$ cat src/rtl/shot_sequencer_if.sv
// +------------------------------------------------------------------+
// | shot_sequencer_if : scoring request / result link to the checker |
// | Rev 1.0                                                          |
// +------------------------------------------------------------------+
`default_nettype none

interface shot_sequencer_if;
  logic [3:0] shot_x;
  logic [3:0] shot_y;
  logic       shot_big;
  logic       score_valid;
  logic       score_ready;
  logic       result_valid;
  logic [3:0] result_hits;

  modport master (
    output shot_x, shot_y, shot_big, score_valid,
    input  score_ready, result_valid, result_hits
  );

  modport slave (
    input  shot_x, shot_y, shot_big, score_valid,
    output score_ready, result_valid, result_hits
  );
endinterface

`default_nettype wire

$ cat src/rtl/shot_sequencer.sv
// +------------------------------------------------------------------+
// | shot_sequencer : fire-button conditioning, shot validation, big- |
// | bomb inventory and hit accumulation. Option macro: SHOT_LIMIT_EN |
// | Rev 1.0                                                          |
// +------------------------------------------------------------------+
`default_nettype none

module shot_sequencer #(
  parameter int DEBOUNCE_CYCLES = 16,
  parameter int MAX_BIG         = 2,
  parameter int TOTAL_SQUARES   = 19,
  parameter int MAX_SHOTS       = 40
) (
  input  wire logic        clock,
  input  wire logic        reset_L,
  input  wire logic        fire_key_L,
  input  wire logic [3:0]  x_in,
  input  wire logic [3:0]  y_in,
  input  wire logic        big_in,
  shot_sequencer_if.master sif,
  output logic [1:0]       big_left,
  output logic             wrong,
  output logic [4:0]       num_hits,
  output logic [3:0]       hits_ones,
  output logic [3:0]       hits_tens,
`ifdef SHOT_LIMIT_EN
  output logic [5:0]       shots_left,
`endif
  output logic             game_over
);

  localparam int         CW          = $clog2(DEBOUNCE_CYCLES + 1);
  localparam logic [5:0] TOTAL_W     = 6'(TOTAL_SQUARES);
  localparam logic [1:0] MAX_BIG_W   = 2'(MAX_BIG);

  typedef enum logic [1:0] {IDLE = 2'd0, REQ = 2'd1, WAIT = 2'd2, OVER = 2'd3} state_t;

  logic [1:0]    sync_q;
  logic          db_q;
  logic [CW-1:0] db_cnt_q;
  logic          press_q;

  state_t        state_q;
  logic [3:0]    shot_x_q, shot_y_q;
  logic          shot_big_q, score_valid_q, wrong_q, game_over_q;
  logic [1:0]    big_left_q;
  logic [4:0]    num_hits_q;
  logic [3:0]    hits_ones_q, hits_tens_q;

  logic [5:0]    hits_sum;
  logic [4:0]    num_hits_d;
  logic [7:0]    bcd_d;
  logic          shot_ok;

  // A level change is taken only after the synchronized key disagrees with
  // the accepted level for DEBOUNCE_CYCLES samples in a row.
  always_ff @(posedge clock or negedge reset_L) begin
    if (!reset_L) begin
      sync_q   <= 2'b11;
      db_q     <= 1'b1;
      db_cnt_q <= '0;
      press_q  <= 1'b0;
    end else begin
      sync_q  <= {sync_q[0], fire_key_L};
      press_q <= 1'b0;
      if (sync_q[1] == db_q) begin
        db_cnt_q <= '0;
      end else if (db_cnt_q == CW'(DEBOUNCE_CYCLES - 1)) begin
        db_q     <= sync_q[1];
        db_cnt_q <= '0;
        press_q  <= ~sync_q[1];
      end else begin
        db_cnt_q <= db_cnt_q + 1'b1;
      end
    end
  end

  function automatic logic [7:0] to_bcd(input logic [4:0] v);
    logic [3:0] t, o;
    if (v >= 5'd30)      begin t = 4'd3; o = 4'(v - 5'd30); end
    else if (v >= 5'd20) begin t = 4'd2; o = 4'(v - 5'd20); end
    else if (v >= 5'd10) begin t = 4'd1; o = 4'(v - 5'd10); end
    else                 begin t = 4'd0; o = v[3:0];        end
    return {t, o};
  endfunction

  assign hits_sum   = {1'b0, num_hits_q} + {2'b00, sif.result_hits};
  assign num_hits_d = (hits_sum > TOTAL_W) ? TOTAL_W[4:0] : hits_sum[4:0];
  assign bcd_d      = to_bcd(num_hits_d);
  assign shot_ok    = (x_in >= 4'd1) && (x_in <= 4'd10) &&
                      (y_in >= 4'd1) && (y_in <= 4'd10) &&
                      !(big_in && (big_left_q == 2'd0));

`ifdef SHOT_LIMIT_EN
  localparam logic [5:0] MAX_SHOTS_W = 6'(MAX_SHOTS);
  logic [5:0] shots_taken_q;

  always_ff @(posedge clock or negedge reset_L) begin
    if (!reset_L)
      shots_taken_q <= '0;
    else if (state_q == REQ && sif.score_ready)
      shots_taken_q <= shots_taken_q + 6'd1;
  end

  assign shots_left = MAX_SHOTS_W - shots_taken_q;
`endif

  always_ff @(posedge clock or negedge reset_L) begin
    if (!reset_L) begin
      state_q       <= IDLE;
      shot_x_q      <= '0;
      shot_y_q      <= '0;
      shot_big_q    <= 1'b0;
      score_valid_q <= 1'b0;
      wrong_q       <= 1'b0;
      big_left_q    <= MAX_BIG_W;
      num_hits_q    <= '0;
      hits_ones_q   <= '0;
      hits_tens_q   <= '0;
      game_over_q   <= 1'b0;
    end else begin
      case (state_q)
        IDLE: begin
          if (press_q) begin
            shot_x_q   <= x_in;
            shot_y_q   <= y_in;
            shot_big_q <= big_in;
            wrong_q    <= ~shot_ok;
            if (shot_ok) begin
              score_valid_q <= 1'b1;
              state_q       <= REQ;
            end
          end
        end
        REQ: begin
          if (sif.score_ready) begin
            score_valid_q <= 1'b0;
            state_q       <= WAIT;
            if (shot_big_q && (big_left_q != 2'd0))
              big_left_q <= big_left_q - 2'd1;
          end
        end
        WAIT: begin
          if (sif.result_valid) begin
            num_hits_q  <= num_hits_d;
            hits_tens_q <= bcd_d[7:4];
            hits_ones_q <= bcd_d[3:0];
            if ({1'b0, num_hits_d} == TOTAL_W) begin
              state_q     <= OVER;
              game_over_q <= 1'b1;
            end
`ifdef SHOT_LIMIT_EN
            else if (shots_taken_q == MAX_SHOTS_W) begin
              state_q     <= OVER;
              game_over_q <= 1'b1;
            end
`endif
            else begin
              state_q <= IDLE;
            end
          end
        end
        default: begin
          game_over_q <= 1'b1;
        end
      endcase
    end
  end

  assign sif.shot_x      = shot_x_q;
  assign sif.shot_y      = shot_y_q;
  assign sif.shot_big    = shot_big_q;
  assign sif.score_valid = score_valid_q;
  assign big_left        = big_left_q;
  assign wrong           = wrong_q;
  assign num_hits        = num_hits_q;
  assign hits_ones       = hits_ones_q;
  assign hits_tens       = hits_tens_q;
  assign game_over       = game_over_q;

endmodule

`default_nettype wire

$ cat src/flat_wrapper.sv
// flat-port wrapper written by rule: the top's interface ports become plain ports
module shot_sequencer_flat 
#(
  parameter int DEBOUNCE_CYCLES = 16,
  parameter int MAX_BIG         = 2,
  parameter int TOTAL_SQUARES   = 19,
  parameter int MAX_SHOTS       = 40
)
  (clock, reset_L, fire_key_L, x_in, y_in, big_in, big_left, wrong, num_hits, hits_ones, hits_tens, game_over, sif_shot_x, sif_shot_y, sif_shot_big, sif_score_valid, sif_score_ready, sif_result_valid, sif_result_hits);
  shot_sequencer_if sif_i ();
  input  wire logic clock;
  input  wire logic reset_L;
  input  wire logic fire_key_L;
  input  wire logic [3:0] x_in;
  input  wire logic [3:0] y_in;
  input  wire logic big_in;
  output logic [1:0] big_left;
  output logic wrong;
  output logic [4:0] num_hits;
  output logic [3:0] hits_ones;
  output logic [3:0] hits_tens;
  output logic game_over;
  output wire logic [$bits(sif_i.shot_x)-1:0] sif_shot_x;
  output wire logic [$bits(sif_i.shot_y)-1:0] sif_shot_y;
  output wire logic [$bits(sif_i.shot_big)-1:0] sif_shot_big;
  output wire logic [$bits(sif_i.score_valid)-1:0] sif_score_valid;
  input wire logic [$bits(sif_i.score_ready)-1:0] sif_score_ready;
  input wire logic [$bits(sif_i.result_valid)-1:0] sif_result_valid;
  input wire logic [$bits(sif_i.result_hits)-1:0] sif_result_hits;
  assign sif_shot_x = sif_i.shot_x;
  assign sif_shot_y = sif_i.shot_y;
  assign sif_shot_big = sif_i.shot_big;
  assign sif_score_valid = sif_i.score_valid;
  assign sif_i.score_ready = sif_score_ready;
  assign sif_i.result_valid = sif_result_valid;
  assign sif_i.result_hits = sif_result_hits;
  shot_sequencer #(.DEBOUNCE_CYCLES(DEBOUNCE_CYCLES), .MAX_BIG(MAX_BIG), .TOTAL_SQUARES(TOTAL_SQUARES), .MAX_SHOTS(MAX_SHOTS)) u_core (.clock(clock), .reset_L(reset_L), .fire_key_L(fire_key_L), .x_in(x_in), .y_in(y_in), .big_in(big_in), .sif(sif_i), .big_left(big_left), .wrong(wrong), .num_hits(num_hits), .hits_ones(hits_ones), .hits_tens(hits_tens), .game_over(game_over));
endmodule
$ cat config.mk
export PLATFORM = sky130hd
export DESIGN_NAME = shot_sequencer_flat
export DESIGN_NICKNAME = d
export VERILOG_FILES = /design/src/rtl/shot_sequencer_if.sv /design/src/rtl/shot_sequencer.sv /design/src/flat_wrapper.sv
export SDC_FILE = /design/constraint.sdc
export NUM_CORES = 1
export LEC_CHECK = 0
export CAP_MARGIN = 20
export CORE_MARGIN = 2
export CORE_UTILIZATION = 50
export DETAILED_ROUTE_END_ITERATION = 16
export PLACE_DENSITY = 0.91
export SYNTH_ARGS = -nofsm -noshare
export SYNTH_HDL_FRONTEND = slang
export SYNTH_SLANG_ARGS = --single-unit
$ cat constraint.sdc
create_clock -name clock -period 3.6 [get_ports clock]
set_input_delay 0.72 -clock clock [delete_from_list [all_inputs] [get_ports clock]]
set_output_delay 0.72 -clock clock [all_outputs]
set_load 0.005 [all_outputs]
---- After elaboration in Yosys (flattened, before gate mapping) ----
Cells that the tools add are included.
cells by class
  $add $sub $neg .......................... 6
  $lt $le $gt $ge ......................... 8
  equal/unequal tests ..................... 10
  multiplexer cells ....................... 24
  bitwise operators ....................... 4
  reductions and logical operators ........ 20
operators with widths
  kind                   count
  $mux W4                5
  $mux W5                3
  $ge A5 B5 Y1 const B   2
  $mux W2                5
  $ge A4 B1 Y1 const B   2
  $le A4 B4 Y1 const B   2
  $mux W1                8
  $sub A4 B4 Y4 const B  2
  $add A5 B4 Y6          1
  $gt A6 B5 Y1 const B   1
  $logic_and A1 B1 Y1    6
  $ne A2 B1 Y1 const B   3
  $pmux W2 S3            1
  $reduce_and A2 Y1      3
  $reduce_and A3 Y1      2
  $add A5 B1 Y5 const B  1
  $eq A5 B4 Y1 const B   1
  $eq A5 B5 Y1 const B   1
  $ge A5 B4 Y1 const B   1
  $reduce_and A5 Y1      1
  $logic_not A2 Y1       2
  $ne A2 B2 Y1 const B   2
  $not A1 Y1             4
  $pmux W1 S2            2
  other kinds (10)       11
storage, ports and cells
  flip-flop bits (word level) ............. 38
  input port bits ......................... 18
  output and inout port bits .............. 27
  word-level logic and storage cells ...... 87

---- Longest topological paths before layout ----
Gate-level depths: netlist (run 1).
  depth after elaboration ................. 8
  mapped depth ............................ 13
  depth with buffers taken out ............ 13

---- Least setup slack after synthesis (run 1) ----
No wires, ideal clock.
  path type ............................... in2reg
  start ................................... in sif_result_hits[0]
  end ..................................... reg u_core.hits_ones_q[2], in the netlist u_core.hits_ones[2]
  setup time .............................. 79 ps
  data arrival time ....................... 3094 ps
  setup slack ............................. 427 ps
  cell stages on the path ................. 11
  buffers on the path ..................... 0
  path through ............................ ha_1 > inv_1 > fa_1 > nor2b_4 > o21ai_0 > o31a_4 > or2_2 > ha_1 > o31ai_4 > mux2i_1 > a2bb2oi_1
on the way
  longest elaborated chain between the ends .. 7
  elaborated cells on any way between the ends .. 12
ends and longest elaborated chain
  element                                               line                   source
  from (decl)                                           flat_wrapper.sv:29     input wire logic [$bits(sif_i.result_hits)-1:0] sif_result_hits;
  $add A5 B4 Y6 (*)                                     shot_sequencer.sv:87   assign hits_sum = {1'b0, num_hits_q} + {2'b00, sif.result_hits};
  $gt A6 B5 Y1                                          shot_sequencer.sv:88   assign num_hits_d = (hits_sum > TOTAL_W) ? TOTAL_W[4:0] : hits_sum[4:0];
  $mux W5 (*)                                           shot_sequencer.sv:88
  $sub A4 B4 Y4 / $ge A5 B4 Y1 (equally long branches)  shot_sequencer.sv:82   else if (v >= 5'd10) begin t = 4'd1; o = 4'(v - 5'd10); end
  $mux W4                                               shot_sequencer.sv:82
  $mux W4                                               shot_sequencer.sv:81   else if (v >= 5'd20) begin t = 4'd2; o = 4'(v - 5'd20); end
  $mux W4 (*)                                           shot_sequencer.sv:80   if (v >= 5'd30) begin t = 4'd3; o = 4'(v - 5'd30); end
  to (signal assigned)                                  shot_sequencer.sv:147  hits_ones_q <= bcd_d[3:0];
  to (decl)                                             shot_sequencer.sv:48   logic [3:0] hits_ones_q, hits_tens_q;
Mark *: on every way between the ends. The rest lies on a longest branch, timed or not.
A chain may end at the register's enable or synchronous reset.

---- Worst setup path in the final report (run 1) ----
Same ends and word-level chain as after synthesis.

==> results.yml, run 1 <==
outcome:
  status: "finished, final reports clean"
cts:
  cts_sinks: 35
  clockBufferDepth: 2
  tritoncts: "built"
  cts_root_buf: "clkbuf_8"
  clk_pin_slew_ps: 60
  numCtsBuffers: 5
  clk_latency_ps: 290
  h-tree-depth: 2
routing:
  top_layer: "met4"
  drt_iter0_markers: 85
  wl_per_cell_um: 14.7
  vias: 1551
  ant_nets: 0
  wl_met2_um: 2050
  viasPerCell: 5.42
  drt_pre_antenna_iters: 4
  wl_met1_um: 1820
  drc_errors: 0
  wl_met3_um: 226
  wirelength_um: 4190
pwr:
  cellLeakagePower_nw: 1.16
  worst_ir_drop_vdd_uv: 309
  powerDensity_nw_per_um2: 501
synth:
  ys_seq_area_frac: 0.448
  netlist_area_um2: 1970
  syn_avg_cell_area_um2: 10.6
  ys.flop_type: "dfrtp_1"
  yosysMostFrequentCell: "dfrtp_1"
  netlist_instances: 185
  yosysTopAreaCellShare: 0.394
  synth-edff-count: 0
  ys_top_cells_by_count: "dfrtp_1 (31), inv_1 (17), nand2_1 (15)"
  synth_area_leader_cell: "dfrtp_1"
  postSynth.asyncResetShare: 1.00
  yosys-top-cells-area: "dfrtp_1 (39%), ha_1 (8.3%), mux2_2 (5.7%)"
  post_synth_num_cell_types: 51
  yosysWarningCount: 0
  ys_seq_elements: 35
grt:
  grt_pass1_vias: 1498
  track_usage: 0.209
  grt_pass1_wl_um: 6840
  grt_max_degree: 36
  overflow: 0
  antenna_found_initial: 0
floorplan:
  rows: 22
  core_um2: 3720
  io-pin-count: 45
  die-area_um2: 4450
  start_util: 0.529
  die_h_um: 66.7
  die_x_um: 66.7
setup_path:
  worstSetupEndpointType: "flop"
  crit_slowest_cell: "clkdlybuf4s50_1"
  cp-start-kind: "primary input"
  critPathRequiredTime_ps: 3800
  cp.arrival_ps: 3630
  crit_chain: "clkdlybuf4s50_1 > ha_1 > inv_1 > fa_1 > nor2b_4 > o21ai_0 > o31a_4 > or2_2 > ha_1 > o31ai_4 > mux2i_1 > a2bb2oi_1"
  worst-setup-path-type: "in2reg"
  crit_buf_inv: 2
  reg2reg_slack_ps: 650
  crit_family: "compound AO/OA/AOI/OAI gates"
  critical_path.max_stage_delay_ps: 460
  crit_fanout: 4
  crit_path_frequent_cell: "ha_1"
sta:
  period_minus_slack_ps: 3430
  rsz0062_at_grt: "false"
  slew_headroom: 0.652
  finalSetupViolCount: 0
  finalHoldViolCount: 0
  worst_pin_slew_ps: 521
  max_freq_mhz: 292
  tns_ps: 0
  slew_violations: 0
  finalClockSkew_ps: 9.76
  post-route-period-util: 0.952
place:
  gp_congestion: 0.793
  post_dp_cell_area_um2: 2470
  place.detailed.hpwl_um: 3170
  port_buffers: 42
finish:
  utilization: 0.688
  layout.nets: 269
  area_growth_pct: 30.0
  diodes: 0
  drive_above_1_share: 0.176
  stdcell_area_um2: 2560
  fillCellCount: 265
min_path:
  hold_class: "reg2reg"
job:
  drv_cap: 0
cells by family (layout without fill, tap and decap cells):
logic type	Yosys count	count (layout)	synth area share
AO/OA/AOI/OAI	44	44	0.174
AND/OR/NAND/NOR	50	50	0.139
buffers and inverters	24	76	0.0553
multiplexers	11	11	0.0623
XOR/XNOR	6	6	0.0267
other	1	2	0.00191
flip-flops	35	35	0.448
adder cells (fa/ha/maj)	14	14	0.0929
flip-flops by register name, indices dropped and copies added, names as in the netlist:
name,flops
u_core.big_left,2
u_core.db_cnt_q,5
u_core.db_q,1
u_core.game_over,1
u_core.hits_ones,4
u_core.hits_tens,2
u_core.num_hits,4
u_core.press_q,1
u_core.sif.score_valid,1
u_core.sif.shot_big,1
u_core.sif.shot_x,4
u_core.sif.shot_y,4
u_core.state_q,2
u_core.sync_q,2
u_core.wrong,1
stage by stage:
step | cells | hold WS, ps | worst slack (ps) | power, mW
finish | 286 | 358 | 173 | 1.28
global route | 286 | 373 | 10.4 | 1.37
CTS | 286 | 361 | 162 | 1.28
detailed placement | 278 | 352 | -159 | 1.01
global placement | 278 | 347 | -19.2 | 0.997
floorplan | 186 | 345 | 427 | 0.812
timing repair:
action                                  in CTS  in global routing
buffers inserted                             0                  0
resized for setup                            0                  1
endpoints found under the setup margin       0                  1
hold buffers                                 0                  0
path summary, 6_finish.rpt:
| kind | from | endpoint | cells after the start |
|---|---|---|---|
| max in group asynchronous | reset_L | u_core.sync_q[0] | 2 |
| min in group asynchronous | reset_L | u_core.game_over | 2 |
| min | u_core.sync_q[0] | u_core.sync_q[1] | 0 |
| min reg2reg | u_core.sync_q[0] | u_core.sync_q[1] | 0 |
| max | sif_result_hits[0] | u_core.hits_ones[2] | 12 |
| max reg2reg | u_core.hits_ones[0] | u_core.hits_ones[2] | 11 |
layout make-up:
cell class / count / area, µm² / share of cell area
clock buffer: 8 / 80.1 / 0.0313
sequential: 35 / 881 / 0.344
tap: 48 / 60.1 / 0.0235
timing repair buffer: 51 / 488 / 0.191
inverter: 17 / 63.8 / 0.0250
multi-input combinational: 127 / 985 / 0.385
power breakdown:
group          internal, mW  leakage, nW  switching, mW
Sequential            0.429        0.432         0.0269
Clock                 0.137       0.0395          0.130
Combinational         0.282        0.688          0.277
Total                 0.848         1.16          0.434
routing by layer:
layer	GRT usage	vias up
met5	0	-
met4	0.0689	0
met3	0.0507	10
met2	0.338	50
met1	0.275	738
li1	-	753
placed cells by master, fill, tap and decap left out, types with 2 or more instances in the layout:
cell,instances
nor3_1,3
xnor2_1,2
nand3_1,5
clkbuf_8,5
clkdlybuf4s50_1,42
buf_4,9
xor2_1,4
conb_1,2
clkbuf_1,3
mux2_2,10
nor2_1,10
and3_1,3
o21ai_1,2
and2_1,2
inv_1,17
nand2_1,15
a2bb2oi_1,2
ha_1,13
dfrtp_1,31
a211oi_1,4
o21ai_0,10
a21oi_1,9
dfstp_2,4
or3_1,2
Power figures use the tool's default switching activity.
==> run 2, diff against run 1 <==
--- a/config.mk
+++ b/config.mk
@@ -5,7 +5,7 @@
 export SDC_FILE = /design/constraint.sdc
 export NUM_CORES = 1
 export LEC_CHECK = 0
-export CAP_MARGIN = 20
+export CAP_MARGIN = 15
 export CORE_MARGIN = 2
 export CORE_UTILIZATION = 50
 export DETAILED_ROUTE_END_ITERATION = 16
==> results of run 2 <==
The final DEF is identical to that of run 1; final timing and power are the same.
==> run 3, diff against run 2 <==
--- a/config.mk
+++ b/config.mk
@@ -9,7 +9,7 @@
 export CORE_MARGIN = 2
 export CORE_UTILIZATION = 50
 export DETAILED_ROUTE_END_ITERATION = 16
-export PLACE_DENSITY = 0.91
+export PLACE_DENSITY = 0.82
 export SYNTH_ARGS = -nofsm -noshare
 export SYNTH_HDL_FRONTEND = slang
 export SYNTH_SLANG_ARGS = --single-unit
==> results.yml, run 3 (synthesis results as in run 1) <==
min_path:
  hold_path_depth: 0
  hp-start: "u_core.sync_q[0]"
  hold_class: "reg2reg"
  holdPathEnd: "u_core.sync_q[1]"
sta:
  period_minus_slack_ps: 3420
  finalClockSkew_ps: 5.96
  worst_hold_slack_ps: 359
  worst_pin_slew_ps: 521
  post-route-period-util: 0.951
  max_freq_mhz: 292
  slew_violations: 0
  tns_ps: 0
  finalHoldViolCount: 0
  finalSetupViolCount: 0
  rsz0062_at_grt: "false"
  slew_headroom: 0.652
setup_path:
  critical_path.max_stage_delay_ps: 460
  cp.arrival_ps: 3630
  crit_buf_inv: 2
  r2r_start: "u_core.hits_ones[0]"
  worstSetupEndpointType: "flop"
  cp-start-kind: "primary input"
  reg2regPathDepth: 11
  reg2reg_slack_ps: 670
  critPathRequiredTime_ps: 3800
  crit_family: "compound AO/OA/AOI/OAI gates"
  crit_fanout: 4
  crit_chain: "clkdlybuf4s50_1 > ha_1 > inv_1 > fa_1 > nor2b_4 > o21ai_0 > o31a_4 > or2_2 > ha_1 > o31ai_4 > mux2i_1 > a2bb2oi_1"
  worst-setup-path-type: "in2reg"
  rr_endpoint: "u_core.hits_ones[2]"
  crit_path_frequent_cell: "ha_1"
  crit_slowest_cell: "clkdlybuf4s50_1"
routing:
  ant_nets: 0
  wl_met2_um: 1790
  wl_per_cell_um: 13.4
  viasPerCell: 5.28
  drc_errors: 0
  vias: 1521
  wirelength_um: 3860
  top_layer: "met4"
  drt_iter0_markers: 63
  wl_met1_um: 1840
  drt_pre_antenna_iters: 4
  wl_met3_um: 186
grt:
  grt_max_degree: 36
  grt_pass1_wl_um: 6620
  overflow: 0
  track_usage: 0.196
  antenna_found_initial: 0
  grt_pass1_vias: 1462
place:
  place.detailed.hpwl_um: 2890
  gp_congestion: 0.811
  post_dp_cell_area_um2: 2490
  dpl.cell_count: 280
  port_buffers: 42
finish:
  drive_above_1_share: 0.188
  stdcell_area_um2: 2580
  instances_no_fill: 288
  layout_common_cells: "clkdlybuf4s50_1 (42), dfrtp_1 (31), inv_1 (17)"
  layout_commonest_cell: "clkdlybuf4s50_1"
  largest_reg_flops: 5
  area_growth_pct: 31.2
  layout.nets: 271
  diodes: 0
  regMostFlops: "u_core.db_cnt_q"
floorplan:
  start_util: 0.529
  rows: 22
  die_h_um: 66.7
  die_x_um: 66.7
  core_um2: 3720
  io-pin-count: 45
  die-area_um2: 4450
pwr:
  cellLeakagePower_nw: 1.18
  intPower_mw: 0.886
  pwr-share-clk: 0.216
  seqPwrFrac: 0.345
  worst_ir_drop_vdd_uv: 360
  switching_power_mw: 0.434
  power.total_mw: 1.32
  powerDensity_nw_per_um2: 512
  p_sw_frac: 0.329
  combinationalPowerShare: 0.439
cts:
  numCtsBuffers: 5
  clk_latency_ps: 280
  clk_pin_slew_ps: 70
  clockBufferDepth: 2
  h-tree-depth: 2
  tritoncts: "built"
  cts_root_buf: "clkbuf_8"
  cts_sinks: 35
outcome:
  status: "finished, final reports clean"
job:
  drv_cap: 0
==> run 3: area by class of cell <==
| type | count | area (µm²) |
|---|---|---|
| clock inverter | 1 | 5.00 |
| clock buffer | 7 | 86.3 |
| fill | 303 | 1140 |
| timing repair buffer | 53 | 503 |
| inverter | 17 | 63.8 |
| sequential | 35 | 881 |
| tap | 48 | 60.1 |
| multi-input combinational | 127 | 981 |
==> run 3: worst max path at each step <==
stage / to / slack (ps) / cells past startpoint / startpoint
final: u_core.hits_ones[2] / 180 / 12 / sif_result_hits[0]
after global routing: u_core.hits_ones[2] / 30 / 12 / sif_result_hits[0]
after CTS: u_core.hits_ones[2] / 130 / 12 / sif_result_hits[0]
after detailed placement: u_core.hits_ones[1] / -90 / 13 / sif_result_hits[0]
after global placement: u_core.hits_ones[2] / -20 / 12 / sif_result_hits[0]
after floorplan: u_core.hits_ones[2] / 430 / 11 / sif_result_hits[0]
==> run 3: per-stage QoR <==
step / setup slack, ps / util
final: 178 / 0.694
after global routing: 25.1 / 0.694
after floorplan: 427 / -
after global placement: -25.0 / 0.670
after detailed placement: -92.5 / 0.670
after CTS: 132 / 0.694
==> run 3: timing repair <==
item / CTS / global route
buffers inserted: 0 / 0
hold buffers: 0 / 0
resized for setup: 0 / 0
setup endpoints to repair: 0 / 1
==> run 3: metal layers <==
| metal | global-route usage | up-vias |
|---|---|---|
| li1 | - | 750 |
| met1 | 0.277 | 728 |
| met2 | 0.296 | 38 |
| met3 | 0.0541 | 5 |
| met4 | 0.0536 | 0 |
| met5 | 0 | - |
==> run 3: power groups by stage <==
stage | logic, mW | registers (mW) | clock network [mW]
6_report | 0.579 | 0.456 | 0.286
5_1_grt | 0.640 | 0.460 | 0.314
4_1_cts | 0.581 | 0.456 | 0.294
3_5_place_dp | 0.574 | 0.462 | 0
3_3_place_gp | 0.562 | 0.463 | 0
2_1_floorplan | 0.352 | 0.460 | 0
